## src/rtl/matmul_pkg.sv

```systemverilog
// Shared definitions for the matrix-multiply engine: FSM encoding, width
// derivations and the row-major index helper.
package matmul_pkg;

   typedef enum logic [2:0] {
      S_IDLE,
      S_ISSUE,
      S_DRAIN,
      S_WRITE,
      S_DONE
   } state_t;

   // Address width for a DIM x DIM matrix, never narrower than one bit.
   function automatic int addr_w(input int dim);
      int sz;
      sz = dim * dim;
      return ($clog2(sz) < 1) ? 1 : $clog2(sz);
   endfunction

   // Two guard bits beyond the widest sum keep the accumulator overflow-free.
   function automatic int acc_w(input int in_w, input int out_w, input int dim);
      int p;
      p = 2 * in_w + $clog2(dim);
      return ((p > out_w) ? p : out_w) + 2;
   endfunction

   function automatic int row_major(input int i, input int j, input int dim);
      return i * dim + j;
   endfunction

endpackage

```

## src/rtl/matmul_if.sv

```systemverilog
// Host-side RAM access, control handshake and status of the matrix engine.
interface matmul_if
   import matmul_pkg::*;
#(
   parameter int DIM   = 4,
   parameter int IN_W  = 8,
   parameter int OUT_W = 20
);
   localparam int AW = addr_w(DIM);

   logic                    load_mem;
   logic                    wenA, wenB, wenC;
   logic [AW-1:0]           addrA, addrB, addrC;
   logic signed [IN_W-1:0]  wdA, wdB;
   logic signed [OUT_W-1:0] wdC;
   logic                    start, acc_mode, transB, sat_en;
   logic                    busy, done, ovf;
   logic signed [OUT_W-1:0] rdC;

   modport slave (
      input  load_mem, wenA, wenB, wenC, addrA, addrB, addrC, wdA, wdB, wdC,
      input  start, acc_mode, transB, sat_en,
      output busy, done, ovf, rdC
   );

   modport master (
      output load_mem, wenA, wenB, wenC, addrA, addrB, addrC, wdA, wdB, wdC,
      output start, acc_mode, transB, sat_en,
      input  busy, done, ovf, rdC
   );
endinterface

```

## src/rtl/matmul_mac_sat.sv

```systemverilog
// Signed multiply-accumulate with first-term initialisation and an OUT_W
// saturating/wrapping formatter that also reports out-of-range results.
module matmul_mac_sat
   import matmul_pkg::*;
#(
   parameter int DIM   = 4,
   parameter int IN_W  = 8,
   parameter int OUT_W = 20
) (
   input  logic                    clk,
   input  logic                    reset,
   input  logic                    valid,
   input  logic                    first,
   input  logic                    acc_mode,
   input  logic                    sat_en,
   input  logic signed [IN_W-1:0]  a,
   input  logic signed [IN_W-1:0]  b,
   input  logic signed [OUT_W-1:0] c_old,
   output logic signed [OUT_W-1:0] result,
   output logic                    ovf
);
   localparam int ACC_W = acc_w(IN_W, OUT_W, DIM);
   localparam int PW    = 2 * IN_W;

   logic signed [PW-1:0]    a_ext, b_ext, prod;
   logic signed [ACC_W-1:0] prod_ext, c_ext, base, acc_reg;
   logic [ACC_W-OUT_W:0]    hi_bits;

   assign a_ext    = {{IN_W{a[IN_W-1]}}, a};
   assign b_ext    = {{IN_W{b[IN_W-1]}}, b};
   assign prod     = a_ext * b_ext;
   assign prod_ext = {{(ACC_W-PW){prod[PW-1]}}, prod};
   assign c_ext    = {{(ACC_W-OUT_W){c_old[OUT_W-1]}}, c_old};

   always_comb begin
      base = acc_reg;
      if (first) begin
         base = acc_mode ? c_ext : '0;
      end
   end

   always_ff @(posedge clk) begin
      if (reset) begin
         acc_reg <= '0;
      end else if (valid) begin
         acc_reg <= base + prod_ext;
      end
   end

   // In range exactly when every bit from the OUT_W sign bit upward agrees.
   assign hi_bits = acc_reg[ACC_W-1:OUT_W-1];
   assign ovf     = !((&hi_bits) || !(|hi_bits));

   always_comb begin
      result = acc_reg[OUT_W-1:0];
      if (ovf && sat_en) begin
         result = acc_reg[ACC_W-1] ? {1'b1, {(OUT_W-1){1'b0}}}
                                   : {1'b0, {(OUT_W-1){1'b1}}};
      end
   end
endmodule

```

## src/rtl/matmul_engine.sv

```systemverilog
// DIM x DIM signed matrix multiplier over three internal RAMs, one output
// element per DIM+2 cycles, with accumulate, transposed-B and saturation modes.
module matmul_engine
   import matmul_pkg::*;
#(
   parameter int DIM   = 4,
   parameter int IN_W  = 8,
   parameter int OUT_W = 20
) (
   input logic      clk,
   input logic      reset,
   matmul_if.slave  bus
);
   localparam int AW    = addr_w(DIM);
   localparam int DEPTH = 1 << AW;
   localparam logic [AW-1:0] LAST = AW'(DIM - 1);

   state_t state_reg, state_next;
   logic [AW-1:0] i_reg, j_reg, k_reg;
   logic acc_mode_reg, trans_b_reg, sat_en_reg, ovf_reg;
   logic valid_reg, first_reg;
   logic busy, start_ok, last_elem;

   logic [AW-1:0] eng_addr_a, eng_addr_b, elem_addr;
   logic [AW-1:0] addr_a, addr_b, addr_c;
   logic we_a, we_b, we_c;
   logic signed [OUT_W-1:0] wd_c, fmt_val;
   logic fmt_ovf;

   logic signed [IN_W-1:0]  mem_a [DEPTH];
   logic signed [IN_W-1:0]  mem_b [DEPTH];
   logic signed [OUT_W-1:0] mem_c [DEPTH];
   logic signed [IN_W-1:0]  rd_a_reg, rd_b_reg;
   logic signed [OUT_W-1:0] rd_c_reg;

   assign start_ok  = bus.start && !bus.load_mem;
   assign last_elem = (i_reg == LAST) && (j_reg == LAST);

   always_ff @(posedge clk) begin
      if (reset) state_reg <= S_IDLE;
      else       state_reg <= state_next;
   end

   always_comb begin
      state_next = state_reg;
      case (state_reg)
         S_IDLE:  if (start_ok) state_next = S_ISSUE;
         S_ISSUE: if (k_reg == LAST) state_next = S_DRAIN;
         S_DRAIN: state_next = S_WRITE;
         S_WRITE: state_next = last_elem ? S_DONE : S_ISSUE;
         default: state_next = S_IDLE;
      endcase
   end

   always_comb begin
      busy       = (state_reg == S_ISSUE) || (state_reg == S_DRAIN) || (state_reg == S_WRITE);
      bus.done   = (state_reg == S_DONE);
      eng_addr_a = AW'(row_major(int'(i_reg), int'(k_reg), DIM));
      eng_addr_b = trans_b_reg ? AW'(row_major(int'(j_reg), int'(k_reg), DIM))
                               : AW'(row_major(int'(k_reg), int'(j_reg), DIM));
      elem_addr  = AW'(row_major(int'(i_reg), int'(j_reg), DIM));
   end

   // The engine owns every RAM port for the whole pass; the host only while idle.
   always_comb begin
      addr_a = busy ? eng_addr_a : bus.addrA;
      addr_b = busy ? eng_addr_b : bus.addrB;
      addr_c = busy ? elem_addr  : bus.addrC;
      we_a   = !busy && bus.load_mem && bus.wenA;
      we_b   = !busy && bus.load_mem && bus.wenB;
      we_c   = busy ? (state_reg == S_WRITE) : (bus.load_mem && bus.wenC);
      wd_c   = busy ? fmt_val : bus.wdC;
   end

   always_ff @(posedge clk) begin
      if (we_a) mem_a[addr_a] <= bus.wdA;
      if (we_b) mem_b[addr_b] <= bus.wdB;
      if (we_c) mem_c[addr_c] <= wd_c;
      rd_a_reg <= mem_a[addr_a];
      rd_b_reg <= mem_b[addr_b];
      rd_c_reg <= mem_c[addr_c];
   end

   always_ff @(posedge clk) begin
      if (reset) begin
         i_reg <= '0; j_reg <= '0; k_reg <= '0;
         acc_mode_reg <= 1'b0; trans_b_reg <= 1'b0; sat_en_reg <= 1'b0;
         ovf_reg <= 1'b0; valid_reg <= 1'b0; first_reg <= 1'b0;
      end else begin
         valid_reg <= (state_reg == S_ISSUE);
         first_reg <= (state_reg == S_ISSUE) && (k_reg == '0);
         case (state_reg)
            S_IDLE: if (start_ok) begin
               acc_mode_reg <= bus.acc_mode;
               trans_b_reg  <= bus.transB;
               sat_en_reg   <= bus.sat_en;
               ovf_reg      <= 1'b0;
               i_reg <= '0; j_reg <= '0; k_reg <= '0;
            end
            S_ISSUE: k_reg <= (k_reg == LAST) ? '0 : k_reg + AW'(1);
            S_WRITE: begin
               ovf_reg <= ovf_reg | fmt_ovf;
               if (!last_elem) begin
                  j_reg <= (j_reg == LAST) ? '0 : j_reg + AW'(1);
                  if (j_reg == LAST) i_reg <= i_reg + AW'(1);
               end
            end
            default: ;
         endcase
      end
   end

   matmul_mac_sat #(.DIM(DIM), .IN_W(IN_W), .OUT_W(OUT_W)) u_mac (
      .clk      (clk),
      .reset    (reset),
      .valid    (valid_reg),
      .first    (first_reg),
      .acc_mode (acc_mode_reg),
      .sat_en   (sat_en_reg),
      .a        (rd_a_reg),
      .b        (rd_b_reg),
      .c_old    (rd_c_reg),
      .result   (fmt_val),
      .ovf      (fmt_ovf)
   );

   assign bus.busy = busy;
   assign bus.ovf  = ovf_reg;
   assign bus.rdC  = rd_c_reg;
endmodule

```

## src/flat_wrapper.sv

```systemverilog
// flat-port wrapper written by rule: the top's interface ports become plain ports
module matmul_engine_flat import matmul_pkg::*;
#(
   parameter int DIM   = 4,
   parameter int IN_W  = 8,
   parameter int OUT_W = 20
)
  (clk, reset, bus_load_mem, bus_wenA, bus_wenB, bus_wenC, bus_addrA, bus_addrB, bus_addrC, bus_wdA, bus_wdB, bus_wdC, bus_start, bus_acc_mode, bus_transB, bus_sat_en, bus_busy, bus_done, bus_ovf, bus_rdC);
  matmul_if #(.DIM(DIM), .IN_W(IN_W), .OUT_W(OUT_W)) bus_i ();
  input logic clk;
  input logic reset;
  input wire logic [$bits(bus_i.load_mem)-1:0] bus_load_mem;
  input wire logic [$bits(bus_i.wenA)-1:0] bus_wenA;
  input wire logic [$bits(bus_i.wenB)-1:0] bus_wenB;
  input wire logic [$bits(bus_i.wenC)-1:0] bus_wenC;
  input wire logic [$bits(bus_i.addrA)-1:0] bus_addrA;
  input wire logic [$bits(bus_i.addrB)-1:0] bus_addrB;
  input wire logic [$bits(bus_i.addrC)-1:0] bus_addrC;
  input wire logic [$bits(bus_i.wdA)-1:0] bus_wdA;
  input wire logic [$bits(bus_i.wdB)-1:0] bus_wdB;
  input wire logic [$bits(bus_i.wdC)-1:0] bus_wdC;
  input wire logic [$bits(bus_i.start)-1:0] bus_start;
  input wire logic [$bits(bus_i.acc_mode)-1:0] bus_acc_mode;
  input wire logic [$bits(bus_i.transB)-1:0] bus_transB;
  input wire logic [$bits(bus_i.sat_en)-1:0] bus_sat_en;
  output wire logic [$bits(bus_i.busy)-1:0] bus_busy;
  output wire logic [$bits(bus_i.done)-1:0] bus_done;
  output wire logic [$bits(bus_i.ovf)-1:0] bus_ovf;
  output wire logic [$bits(bus_i.rdC)-1:0] bus_rdC;
  assign bus_i.load_mem = bus_load_mem;
  assign bus_i.wenA = bus_wenA;
  assign bus_i.wenB = bus_wenB;
  assign bus_i.wenC = bus_wenC;
  assign bus_i.addrA = bus_addrA;
  assign bus_i.addrB = bus_addrB;
  assign bus_i.addrC = bus_addrC;
  assign bus_i.wdA = bus_wdA;
  assign bus_i.wdB = bus_wdB;
  assign bus_i.wdC = bus_wdC;
  assign bus_i.start = bus_start;
  assign bus_i.acc_mode = bus_acc_mode;
  assign bus_i.transB = bus_transB;
  assign bus_i.sat_en = bus_sat_en;
  assign bus_busy = bus_i.busy;
  assign bus_done = bus_i.done;
  assign bus_ovf = bus_i.ovf;
  assign bus_rdC = bus_i.rdC;
  matmul_engine #(.DIM(DIM), .IN_W(IN_W), .OUT_W(OUT_W)) u_core (.clk(clk), .reset(reset), .bus(bus_i));
endmodule
```

## config.mk

```make
export PLATFORM = sky130hd
export DESIGN_NAME = matmul_engine_flat
export DESIGN_NICKNAME = d
export VERILOG_FILES = /design/src/rtl/matmul_pkg.sv /design/src/rtl/matmul_if.sv /design/src/rtl/matmul_mac_sat.sv /design/src/rtl/matmul_engine.sv /design/src/flat_wrapper.sv
export SDC_FILE = /design/constraint.sdc
export NUM_CORES = 1
export LEC_CHECK = 0
export CAP_MARGIN = 20
export CORE_UTILIZATION = 65
export DETAILED_ROUTE_END_ITERATION = 7
export PLACE_DENSITY = 0.93
export SKIP_CTS_REPAIR_TIMING = 1
export SLEW_MARGIN = 20
export SYNTH_ARGS = -nofsm -noshare
export SYNTH_HDL_FRONTEND = slang
export SYNTH_SLANG_ARGS = --single-unit
```

## constraint.sdc

```tcl
create_clock -name clk -period 15.1 [get_ports clk]
set_clock_uncertainty 0.05 [all_clocks]
set_input_delay 3.02 -clock clk [delete_from_list [all_inputs] [get_ports clk]]
set_output_delay 3.02 -clock clk [all_outputs]
set_load 0.01 [all_outputs]
```

==> impl_metrics.py <==
metrics = {
    "detailed_routing": {
        "num_vias": 17710,
        "drtIter0Drc": 2806,
        "dr.pass1.iters": 8,
        "drc_errors": 0,
        "wirelength_um": 75160,
        "ant_nets": 0,
        "viasPerCell": 7.069,
        "wl_per_cell_um": 30.00,
    },
    "cells_and_area": {
        "antenna_cells": 0,
        "reg_top3": "u_core.mem_c x320, u_core.mem_a x128, u_core.mem_b x128",
        "fillers": 2269,
        "largest-register": "u_core.mem_c",
        "largest_reg_flops": 320,
        "final_cell_mix": "edfxtp_1 (576), mux4_2 (143), inv_1 (108), nor2_1 (102), fa_1 (96)",
        "drive_above_1_share_pct": 16.62,
        "areaGrowthSynthToFinish_pct": 12.00,
        "fin_nets": 2074,
        "final_common_cell": "edfxtp_1",
    },
    "clock_tree": {
        "path_clk_slew_ns": 0.07,
        "clock_sinks": 655,
        "htreeDepth": 2,
        "cts_made_buffers": 61,
        "cts_buffer_depth": 3,
        "cts_root_buf": "clkbuf_16",
        "insertion_delay_ns": 0.64,
        "cts_tree": "done",
    },
    "setup_path": {
        "setup.worst_path.start_class": "flop",
        "ff2ff_path_depth": 17,
        "critPathLaunch": "u_core.first_reg$_SDFF_PP0_",
        "r2r_start": "u_core.first_reg$_SDFF_PP0_",
        "critical_path.reg2reg.endpoint": "u_core.u_mac.acc_reg[19]$_SDFFE_PP0P_",
        "cp-endpoint": "u_core.u_mac.acc_reg[19]$_SDFFE_PP0P_",
        "rrSetupSlack_ns": 8.35,
        "max_stage_delay_ns": 0.94,
        "cp.required_ns": 15.55,
        "critical_path.top_delay_family": "adder cells",
        "worstPathArrival_ns": 7.20,
        "path_class": "flop to flop",
        "cp-end-kind": "flop",
        "cpMostUsedCell": "fa_1",
        "critPathBufInv": 4,
        "cp_cell_sequence": "inv_1 > a22oi_1 > fa_1 > inv_1 > fa_1 > inv_1 > fa_1 > inv_1 > fa_1 > fa_1 > ha_1 > a2111oi_0 > o21a_1 > or3b_2 > a31oi_1 > o311ai_0 > o211ai_1",
        "crit_slowest_cell": "a2111oi_0",
        "cp.depth": 17,
        "critPathMaxFanout": 22,
    },
    "placed_design": {
        "hpwl_um": 43210,
        "io_buffer_count": 80,
        "place_congestion": 0.8567,
    },
    "synthesis": {
        "synthTopCellsByArea": "edfxtp_1 (59%), mux4_2 (11%), fa_1 (6.5%)",
        "synth_cells": 1758,
        "syn_area_mm2": 0.02950,
        "ys.flop_type": "edfxtp_1",
        "netlist.area_leader.share_pct": 58.63,
        "synth_edf_count": 576,
        "synth_top_cell_by_area": "edfxtp_1",
        "ys_types": 68,
        "syn_nets": 1970,
        "syn_avg_cell_area_um2": 16.78,
        "ys_seq_area_share_pct": 63.99,
        "ys_warn_count": 0,
        "ys_ff_latch": 655,
        "synth-async-reset-ratio_pct": 0,
    },
    "grt": {
        "grt_max_degree": 65,
        "grt_overflow_total": 0,
        "grt_pass1_wl_um": 111700,
        "grt_usage_pct": 33.05,
        "grt_pass1_vias": 18200,
        "antenna_found_initial": 0,
    },
    "floorplan": {
        "fp.dieW_um": 215.1,
        "coreArea_mm2": 0.04451,
        "ios": 81,
        "dieArea_mm2": 0.04625,
        "initial_core_util_pct": 66.28,
        "fp.dieH_um": 215.1,
        "fp-row-count": 77,
    },
    "sta": {
        "slew_headroom_pct": 20.91,
        "finalHoldViolations": 0,
        "drv_slew": 0,
        "grt_setup_unrepaired": "false",
        "tightest_slew_ns": 1.182,
        "min_period_over_period_pct": 44.68,
        "setup-violations-final": 0,
        "finalCriticalPeriod_ns": 6.747,
        "fin_tns_setup_ns": 0,
        "fmax_ghz": 0.1482,
    },
    "job": {
        "drv_cap": 0,
    },
    "run_status": {
        "status": "finished, final reports clean",
    },
    "hold_path": {
        "hold_path_class": "flop to flop",
        "hold_depth": 2,
    },
}
[worst min path at each step]
| stage | startpoint | end |
|---|---|---|
| final | u_core.acc_mode_reg$_SDFFE_PP0P_ | u_core.acc_mode_reg$_SDFFE_PP0P_ |
| after global routing | u_core.acc_mode_reg$_SDFFE_PP0P_ | u_core.acc_mode_reg$_SDFFE_PP0P_ |
| after CTS | u_core.acc_mode_reg$_SDFFE_PP0P_ | u_core.acc_mode_reg$_SDFFE_PP0P_ |
| after detailed placement | u_core.acc_mode_reg$_SDFFE_PP0P_ | u_core.acc_mode_reg$_SDFFE_PP0P_ |
| after global placement | u_core.acc_mode_reg$_SDFFE_PP0P_ | u_core.acc_mode_reg$_SDFFE_PP0P_ |
| after floorplan | u_core.acc_mode_reg$_SDFFE_PP0P_ | u_core.acc_mode_reg$_SDFFE_PP0P_ |
[cells by family (layout without fill, tap and decap cells)]
family / count (synthesis) / after routing / share of synthesized area [%]
AOI/OAI and AO/OA: 186 / 186 / 4.190
xor gates and xnor gates: 25 / 25 / 0.7422
adders and majority gates: 154 / 154 / 8.974
buffers and inverters: 183 / 338 / 2.964
DFF: 655 / 655 / 63.99
muxes: 218 / 218 / 13.58
and+or+nand+nor: 337 / 337 / 5.560
[worst register-to-register path, cell delays in order (launching register included)]
cell and delay [ns]:
dfxtp_1 0.32, inv_1 0.66, a22oi_1 0.36, fa_1 0.61
inv_1 0.06, fa_1 0.50, inv_1 0.06, fa_1 0.54
inv_1 0.05, fa_1 0.39, fa_1 0.42, ha_1 0.38
a2111oi_0 0.94, o21a_1 0.35, or3b_2 0.24, a31oi_1 0.16
o311ai_0 0.38, o211ai_1 0.16
[final cells by class]
type / count / area [um^2] / area share (%)
clock buffer: 85 / 1697 / 5.135
clock inverter: 29 / 366.6 / 1.109
inverter: 108 / 405.4 / 1.227
multi-input combinational: 920 / 9889 / 29.93
sequential: 655 / 18880 / 57.13
tap: 592 / 740.7 / 2.242
timing repair buffer: 116 / 1066 / 3.226
[cells in the mapped netlist, drive strengths merged, types with 4 or more instances]
master	n
edfxtp	576
nor2b	33
dfxtp	79
a31oi	5
xor2	7
nand3	17
mux4	144
inv	108
ha	58
a211oi	32
clkbuf	29
a22oi	21
buf	46
mux2i	71
nand3b	4
nor2	118
nand2	65
o21ai	11
fa	96
and3	4
and2	34
nand2b	10
or3	8
nand4	4
a21oi	77
o211ai	6
and2b	4
o21a	4
nor3	22
xnor2	18
a21o	9
[routing by layer]
layer | part of all wire, % | global-route usage, % | up-vias | wire [um]
li1 | - | - | 6913 | -
met1 | 34 | 43.14 | 8784 | 25320
met2 | 48 | 53.02 | 1619 | 36410
met3 | 12 | 6.893 | 391 | 8778
met4 | 6.2 | 17.47 | 0 | 4653
met5 | 0 | 0 | - | 0
[per-stage QoR]
stage	utilization [%]	setup slack, ns	std cells	cell area, um^2	hold WS, ns
6_report	74.24	8.353	2505	33040	0.4337
3_5_place_dp	69.59	8.539	2391	30980	0.4072
5_1_grt	74.24	8.230	2505	33040	0.4397
2_1_floorplan	-	9.816	1758	29500	0.3825
3_3_place_gp	69.57	8.608	2391	30970	0.3915
4_1_cts	74.23	8.581	2505	33040	0.4326
Power is not shown: default switching activity piles up to over one toggle a cycle in this logic, so the estimate is an artifact.
